<file path="src/rtl/ccg_bist_pkg.sv">
`default_nettype none
// ============================================================================
// Module   : ccg_bist_pkg
// Brief    : Shared types and polynomial table for the CCG BIST harness
// Revision : 1.0
// ============================================================================
package ccg_bist_pkg;

    localparam int RESP_LAT_MAX = 3;

    typedef enum logic [1:0] {
        IDLE  = 2'd0,
        RUN   = 2'd1,
        DRAIN = 2'd2,
        DONE  = 2'd3
    } ccg_state_e;

    // Primitive-polynomial feedback masks; bit k set means x^(k+1) is a tap.
    function automatic logic [31:0] ccg_lfsr_taps(input int width);
        logic [31:0] taps;
        case (width)
            3:       taps = 32'h0000_0006;
            4:       taps = 32'h0000_000C;
            5:       taps = 32'h0000_0014;
            6:       taps = 32'h0000_0030;
            7:       taps = 32'h0000_0060;
            8:       taps = 32'h0000_00B8;
            9:       taps = 32'h0000_0110;
            10:      taps = 32'h0000_0240;
            11:      taps = 32'h0000_0500;
            12:      taps = 32'h0000_0E08;
            13:      taps = 32'h0000_100D;
            14:      taps = 32'h0000_2015;
            15:      taps = 32'h0000_6000;
            16:      taps = 32'h0000_D008;
            17:      taps = 32'h0001_2000;
            18:      taps = 32'h0002_0400;
            19:      taps = 32'h0004_0023;
            20:      taps = 32'h0009_0000;
            21:      taps = 32'h0014_0000;
            22:      taps = 32'h0030_0000;
            23:      taps = 32'h0042_0000;
            24:      taps = 32'h00E1_0000;
            25:      taps = 32'h0120_0000;
            26:      taps = 32'h0200_0023;
            27:      taps = 32'h0400_0013;
            28:      taps = 32'h0900_0000;
            29:      taps = 32'h1400_0000;
            30:      taps = 32'h2000_0029;
            31:      taps = 32'h4800_0000;
            32:      taps = 32'h8020_0003;
            default: taps = 32'h0000_0000;
        endcase
        return taps;
    endfunction

endpackage
`default_nettype wire

</file>
<file path="src/rtl/ccg_bist_harness_misr.sv">
`default_nettype none
// ============================================================================
// Module   : ccg_misr
// Brief    : Multiple-input signature register compacting core responses
// Revision : 1.0
// ============================================================================
module ccg_misr
    import ccg_bist_pkg::*;
#(
    parameter int N_OUT = 12
) (
    input  logic             clk,
    input  logic             rst,
    input  logic             ce,
    input  logic             clr,
    input  logic [N_OUT-1:0] d_i,
    output logic [N_OUT-1:0] sig_o
);

    localparam logic [N_OUT-1:0] c_taps = N_OUT'(ccg_lfsr_taps(N_OUT));

    logic [N_OUT-1:0] r_sig;

    // Clear wins over capture so a new run always starts from a zero signature.
    always_ff @(posedge clk) begin
        if (rst || clr) begin
            r_sig <= '0;
        end else if (ce) begin
            r_sig <= {r_sig[N_OUT-2:0], ^(r_sig & c_taps)} ^ d_i;
        end
    end

    assign sig_o = r_sig;

endmodule
`default_nettype wire

</file>
<file path="src/rtl/ccg_bist_harness.sv">
`default_nettype none
// ============================================================================
// Module   : ccg_bist_harness
// Brief    : Seeded LFSR stimulus and MISR compaction for external CCGRCG cores
// Revision : 1.0
// ============================================================================
module ccg_bist_harness
    import ccg_bist_pkg::*;
#(
    parameter int N_IN     = 15,
    parameter int N_OUT    = 12,
    parameter int CNT_W    = 16,
    parameter int RESP_LAT = 1
) (
    input  logic             clk,
    input  logic             rst,
    input  logic             start_i,
    input  logic [N_IN-1:0]  seed_i,
    input  logic [CNT_W-1:0] num_pat_i,
    output logic [N_IN-1:0]  stim_o,
    input  logic [N_OUT-1:0] resp_i,
    output logic             busy_o,
    output logic             done_o,
    output logic [N_OUT-1:0] sig_o,
    output logic             sig_valid_o,
    output logic [CNT_W-1:0] pat_cnt_o
);

    localparam int              c_lat        = (RESP_LAT > RESP_LAT_MAX) ? RESP_LAT_MAX : RESP_LAT;
    localparam logic [N_IN-1:0] c_lfsr_taps  = N_IN'(ccg_lfsr_taps(N_IN));
    localparam logic [1:0]      c_drain_last = 2'(c_lat - 1);

    ccg_state_e       r_state;
    ccg_state_e       w_state_nxt;
    logic [N_IN-1:0]  r_lfsr;
    logic [N_IN-1:0]  w_lfsr_nxt;
    logic [CNT_W-1:0] r_cnt;
    logic [CNT_W-1:0] r_num_pat;
    logic [1:0]       r_drain;
    logic             r_sig_valid;
    logic             w_accept;
    logic             w_live;
    logic             w_last;
    logic             w_absorb;
    logic             w_busy;
    logic             w_done;

    assign w_accept   = (r_state == IDLE) && start_i;
    assign w_live     = (r_state == RUN);
    assign w_last     = w_live && (r_cnt == (r_num_pat - CNT_W'(1)));
    assign w_lfsr_nxt = {r_lfsr[N_IN-2:0], ^(r_lfsr & c_lfsr_taps)};

    always_ff @(posedge clk) begin
        if (rst) begin
            r_state <= IDLE;
        end else begin
            r_state <= w_state_nxt;
        end
    end

    always_comb begin
        w_state_nxt = r_state;
        w_busy      = 1'b0;
        w_done      = 1'b0;
        case (r_state)
            IDLE: begin
                if (start_i) begin
                    w_state_nxt = (num_pat_i == '0) ? DONE : RUN;
                end
            end
            RUN: begin
                w_busy = 1'b1;
                if (w_last) begin
                    w_state_nxt = (c_lat == 0) ? DONE : DRAIN;
                end
            end
            DRAIN: begin
                w_busy = 1'b1;
                if (r_drain == c_drain_last) begin
                    w_state_nxt = DONE;
                end
            end
            DONE: begin
                w_done      = 1'b1;
                w_state_nxt = IDLE;
            end
            default: w_state_nxt = IDLE;
        endcase
    end

    // The LFSR stays put on the final RUN edge so stim_o keeps the last pattern.
    always_ff @(posedge clk) begin
        if (rst) begin
            r_lfsr      <= '0;
            r_cnt       <= '0;
            r_num_pat   <= '0;
            r_drain     <= '0;
            r_sig_valid <= 1'b0;
        end else begin
            case (r_state)
                IDLE: begin
                    if (start_i) begin
                        r_num_pat   <= num_pat_i;
                        r_cnt       <= '0;
                        r_sig_valid <= 1'b0;
                        if (num_pat_i != '0) begin
                            r_lfsr <= (seed_i == '0) ? '1 : seed_i;
                        end
                    end
                end
                RUN: begin
                    r_drain <= '0;
                    if (r_cnt != r_num_pat) begin
                        r_cnt <= r_cnt + CNT_W'(1);
                    end
                    if (!w_last) begin
                        r_lfsr <= w_lfsr_nxt;
                    end
                end
                DRAIN: r_drain <= r_drain + 2'd1;
                DONE:  r_sig_valid <= 1'b1;
                default: ;
            endcase
        end
    end

    // A RUN cycle tags a live pattern; the tag reaches the MISR when its response does.
    generate
        if (c_lat == 0) begin : g_lat0
            assign w_absorb = w_live;
        end else begin : g_latn
            logic [c_lat-1:0] r_tag;
            logic [c_lat:0]   w_tag_chain;

            assign w_tag_chain = {r_tag, w_live};

            always_ff @(posedge clk) begin
                if (rst) begin
                    r_tag <= '0;
                end else begin
                    r_tag <= w_tag_chain[c_lat-1:0];
                end
            end

            assign w_absorb = w_tag_chain[c_lat];
        end
    endgenerate

    ccg_misr #(
        .N_OUT (N_OUT)
    ) u_misr (
        .clk   (clk),
        .rst   (rst),
        .ce    (w_absorb),
        .clr   (w_accept),
        .d_i   (resp_i),
        .sig_o (sig_o)
    );

    assign stim_o      = r_lfsr;
    assign busy_o      = w_busy;
    assign done_o      = w_done;
    assign sig_valid_o = r_sig_valid;
    assign pat_cnt_o   = r_cnt;

endmodule
`default_nettype wire
</file>
<file path="config.mk">
export PLATFORM = sky130hd
export DESIGN_NAME = ccg_bist_harness
export DESIGN_NICKNAME = d
export VERILOG_FILES = /design/src/rtl/ccg_bist_pkg.sv /design/src/rtl/ccg_bist_harness_misr.sv /design/src/rtl/ccg_bist_harness.sv
export SDC_FILE = /design/constraint.sdc
export NUM_CORES = 1
export LEC_CHECK = 0
export ABC_CLOCK_PERIOD_IN_PS = 6200
export CAP_MARGIN = 20
export CORE_UTILIZATION = 40
export DETAILED_ROUTE_END_ITERATION = 8
export PLACE_DENSITY = 0.67
export SYNTH_ARGS = -nofsm -noshare
export SYNTH_HDL_FRONTEND = slang
export SYNTH_SLANG_ARGS = --single-unit
</file>
<file path="constraint.sdc">
create_clock -name clk -period 6.2 [get_ports clk]
set_input_delay 1.86 -clock clk [delete_from_list [all_inputs] [get_ports clk]]
set_output_delay 1.86 -clock clk [all_outputs]
set_load 0.02 [all_outputs]
</file>
Word level (Yosys, flattened, before mapping)
Index checks and enable logic that the tools add are counted.

Flip-flop bits (word level): 65. Input bits: 46.

Add/subtract/negate cells: 3. Eq/ne operators: 11. Mux-type cells: 18. Bitwise operators: 1. Reductions and logical operators: 19.

Operator list (number): $mux 15 (4); $mux 16 (2); $pmux 16 s2 (1); $pmux 15 s2 (1); $add 16x1->16 const B (1); $eq 16x16->1 (1); $logic_not 16->1 (1); $ne 16x16->1 (1); $reduce_bool 16->1 (1); $sub 16x1->16 const B (1); $logic_not 15->1 (1); $reduce_xor 15->1 (1); $reduce_xor 12->1 (1); $xor 12x12->12 (1); $mux 2 (4); $pmux 2 s4 (1); $ne 2x1->1 const B (3); $ne 2x2->1 const B (3); $reduce_and 3->1 (2); $reduce_bool 2->1 (3); $eq 2x2->1 const B (2); $logic_not 2->1 (2); $pmux 2 s2 (1); $reduce_and 2->1 (2); other kinds (8) (11).

Logic depth before layout (Yosys ltp)
Depth in word-level cells: 5. Depth in mapped cells: 12.

Cells and area by module
A second synthesis with hierarchy kept.

Cell total of the unflattened synthesis: 438. Area total of the unflattened synthesis: 3629.7 um^2.

By module, submodules not included: ccg_bist_harness (instances 1, cells each 381, area each 3081.7 um^2, sequential area each 1061.0 um^2); ccg_misr (instances 1, cells each 57, area each 548.0 um^2, sequential area each 240.2 um^2).

Least setup slack after synthesis
Ideal clock, no wire load.

Path kind: input-to-reg. Start point: input num_pat_i[2]. End point: register r_lfsr[14] (netlist: stim_o[14]). Library setup time: 68 ps. Data arrival time: 3428 ps. Path slack: 2704 ps. Cell stages on the path: 8. Path buffers: 2. Path through: or4_1 > nor3_1 > nand4_1 > nand2_1 > clkbuf_1 > buf_2 > o21ai_2 > a21oi_2.

Longest elaborated chain between the ends: 3.

Ends and longest elaborated chain: start, declared (line ccg_bist_harness.sv:19) `input logic [CNT_W-1:0] num_pat_i,`; $reduce_bool 16->1 (line ccg_bist_harness.sv:106) `if (num_pat_i != '0) begin`; $ne 2x1->1 (no source line); $reduce_and 4->1 (no source line); end signal, assigned (line ccg_bist_harness.sv:107) `r_lfsr <= (seed_i == '0) ? '1 : seed_i;`; end signal, assigned (line ccg_bist_harness.sv:117) `r_lfsr <= w_lfsr_nxt;`; end, declared (line ccg_bist_harness.sv:35) `logic [N_IN-1:0] r_lfsr;`.

No other way between the ends. A chain may end at the register's enable or synchronous reset.

Worst setup path in the final report
Start point: input start_i. End point: register r_lfsr[0] (netlist: stim_o[0]).

Longest elaborated chain between the ends: 2.

Ends and longest elaborated chain: start, declared (line ccg_bist_harness.sv:17) `input logic start_i,`; $ne 2x2->1 (no source line); $reduce_and 4->1 (no source line).

No other way between the ends.

==> metrics <==
status finished, violations left; failing checks DRC; largest cells by area after synthesis dfxtp_1, xnor2_1, nand2_1, a21oi_1, nor2_1; Pwr per Cell Area 371 nW/um^2; via count 3644; FILL cells 846; Max Fanout on Critical Path 30; met2 Use GR 32.0%; Total Wirelength 9730 um; clock sink total 65; CTS tree done; nets 579; Yosys cell types 58; most instantiated library cell after synthesis dfxtp_1; Fin Clk Skew 0.00807 ns; Net Switching 0.722 mW; I/O Buffers 91; first-pass GRT wire length 16200 um; largest net degree at the start of global routing 55; cts hold-fix bufs 0; total power 1.79 mW; synth cell count leaders dfxtp_1, nand2_1, xnor2_1; Final setup viols 0; combined area of the multi-input logic cells 2220 um^2; io pins 92; Mapped Nets 505; ANT nets after route 0; Leakage 1.57 nW; met3 GRT Util 3.79%; DP Worst Slack 1.73 ns; Resize count post-CTS 0; WL/cell 15.3 um; critical path class input port to flop; Overflow after GRT 0; die area 9650 um^2; P&R area growth vs syn 29.9%; CTS Root Cell clkbuf_8; ANT cells 0; register area 1300 um^2; core area 8850 um^2; H-tree depth 3; Rows 34; design area 4820 um^2; hpwl dp 6950 um; clk_lat worst skew 0.35 ns; crit end category flop; FF+latch count, synth 65; GPL Wtd Cong 0.900; Rel. slew slack 36.8%; DR iter-0 viols 131; mean number of vias per cell 5.71; RSZ-0062 raised after global routing no; Die W 98.3 um; Startpoint Class input port; syn avg cell area 8.20 um^2; Slew Limit Fails 0; CTS Buffer Depth 2; leading register cell type out of synthesis dfxtp_1; dominant cell type by area after synthesis dfxtp_1; WP data arrival 4.39 ns; post-CTS setup buffer count 0; number of global-route vias before repair 3366; number of synthesized flops with an enable pin 0; Clock Power Share 20.5%; layout cells sized above 1 6.23%; Hold Path Class flop to flop; Async S/R FF share, synth 0%; Crit path required time 6.47 ns; Ys Warns 0; dpl cell area 4620 um^2; GRT Total Usage 20.8%; setup_tns 0 ns; M1 GR Usage 27.7%; Peak VDD IR 0.210 mV; initial core utilization 41.9%; worst-margin pin slew 0.948 ns; Int Power 1.06 mW; share of the yosys chip area belonging to registers 35.1%; final worst slack 2.08 ns; fmax 0.243 GHz; Inserted Clock Buffers 9; final hold violation count 0; Post-Synthesis Cell Area 3710 um^2; area share of the largest cell type after synthesis 35.1%; Die Ht 98.3 um; Max Cap Viol 0; initial antenna violation count 0; DRC Markers 3; Clock transition at path regs 0.07 ns; Sw Share 40.4%; part of the power in registers 32.9%; period utilization 66.4%; Pre-antenna DRT Iters 6; Final min period 4.12 ns; combinational fraction of design power 46.6%; Mapped Cells 452; grt peak-use layer met2
## sequential cells by signal, indices dropped and copies added (netlist names)
register      flops
u_misr.sig_o     12
r_num_pat        16
sig_valid_o       1
g_latn.r_tag      1
r_state           2
pat_cnt_o        16
r_drain           2
stim_o           15
## worst max-delay path, cell delays in order
cell and delay (ns):
clkdlybuf4s50_1 0.48, nand2_1 0.36, o21ai_0 0.34, nand2_1 0.64, or3_1 0.58, a21oi_2 0.12
## placed cells by master (no fill, tap or decap), types with 15 or more instances in the layout
cell type	netlist	layout
clkdlybuf4s50_1	0	90
dfxtp_1	65	65
nand2_1	47	47
xnor2_1	41	41
nor2_1	31	31
a21oi_1	29	29
o21ai_0	23	23
o22ai_1	16	16
or3_1	15	15
## worst paths after layout
| kind | startpoint | to | cells past startpoint | slack, ns |
|---|---|---|---|---|
| max | start_i | stim_o[0] | 6 | 2.08 |
| min | r_drain[1] | r_drain[1] | 2 | 0.48 |
| max reg2reg | r_state[1] | stim_o[0] | 7 | 2.84 |
| min reg2reg | r_drain[1] | r_drain[1] | 2 | 0.48 |
## layout make-up
class	count	area share, %
Multi-Input combinational cell	346	46.2
Sequential cell	65	27.0
Timing Repair Buffer	92	19.0
Clock buffer	13	3.30
Tap cell	108	2.81
Inverter	12	0.935
Clock inverter	2	0.779
## metrics by stage
step	util, %	instances	hold slack, ns
finish	54.4	638	0.475
global route	54.4	638	0.504
CTS	54.4	638	0.481
detailed placement	52.2	623	0.470
global placement	52.2	623	0.454
floorplan	-	452	0.446
## cell families (layout without fill, tap and decap cells)
kind of cell,count (synthesis),count (layout),share of synthesized area [%]
buffers and inverters,41,119,5.10
flip-flops,65,65,35.1
multiplexers,3,3,0.844
adder cells (fa/ha/maj),7,7,2.36
AND/OR/NAND/NOR,171,171,24.2
XOR/XNOR,48,48,11.3
AO/OA/AOI/OAI,117,117,21.0
## power groups by stage
| stage | Sequential (mW) | Combinational (mW) | Clock (mW) |
|---|---|---|---|
| after global placement | 0.591 | 0.810 | 0 |
| final | 0.588 | 0.832 | 0.367 |
| after global routing | 0.600 | 0.909 | 0.394 |
| after CTS | 0.585 | 0.830 | 0.376 |
| after floorplan | 0.624 | 0.544 | 0 |
| after detailed placement | 0.594 | 0.823 | 0 |
## routing by layer
metal	routed length [um]	up-vias
met1	4480	1717
li1	-	1793
met4	283	0
met5	0	-
met3	452	29
met2	4520	105
Note: power is estimated with default switching activity, not from simulation.
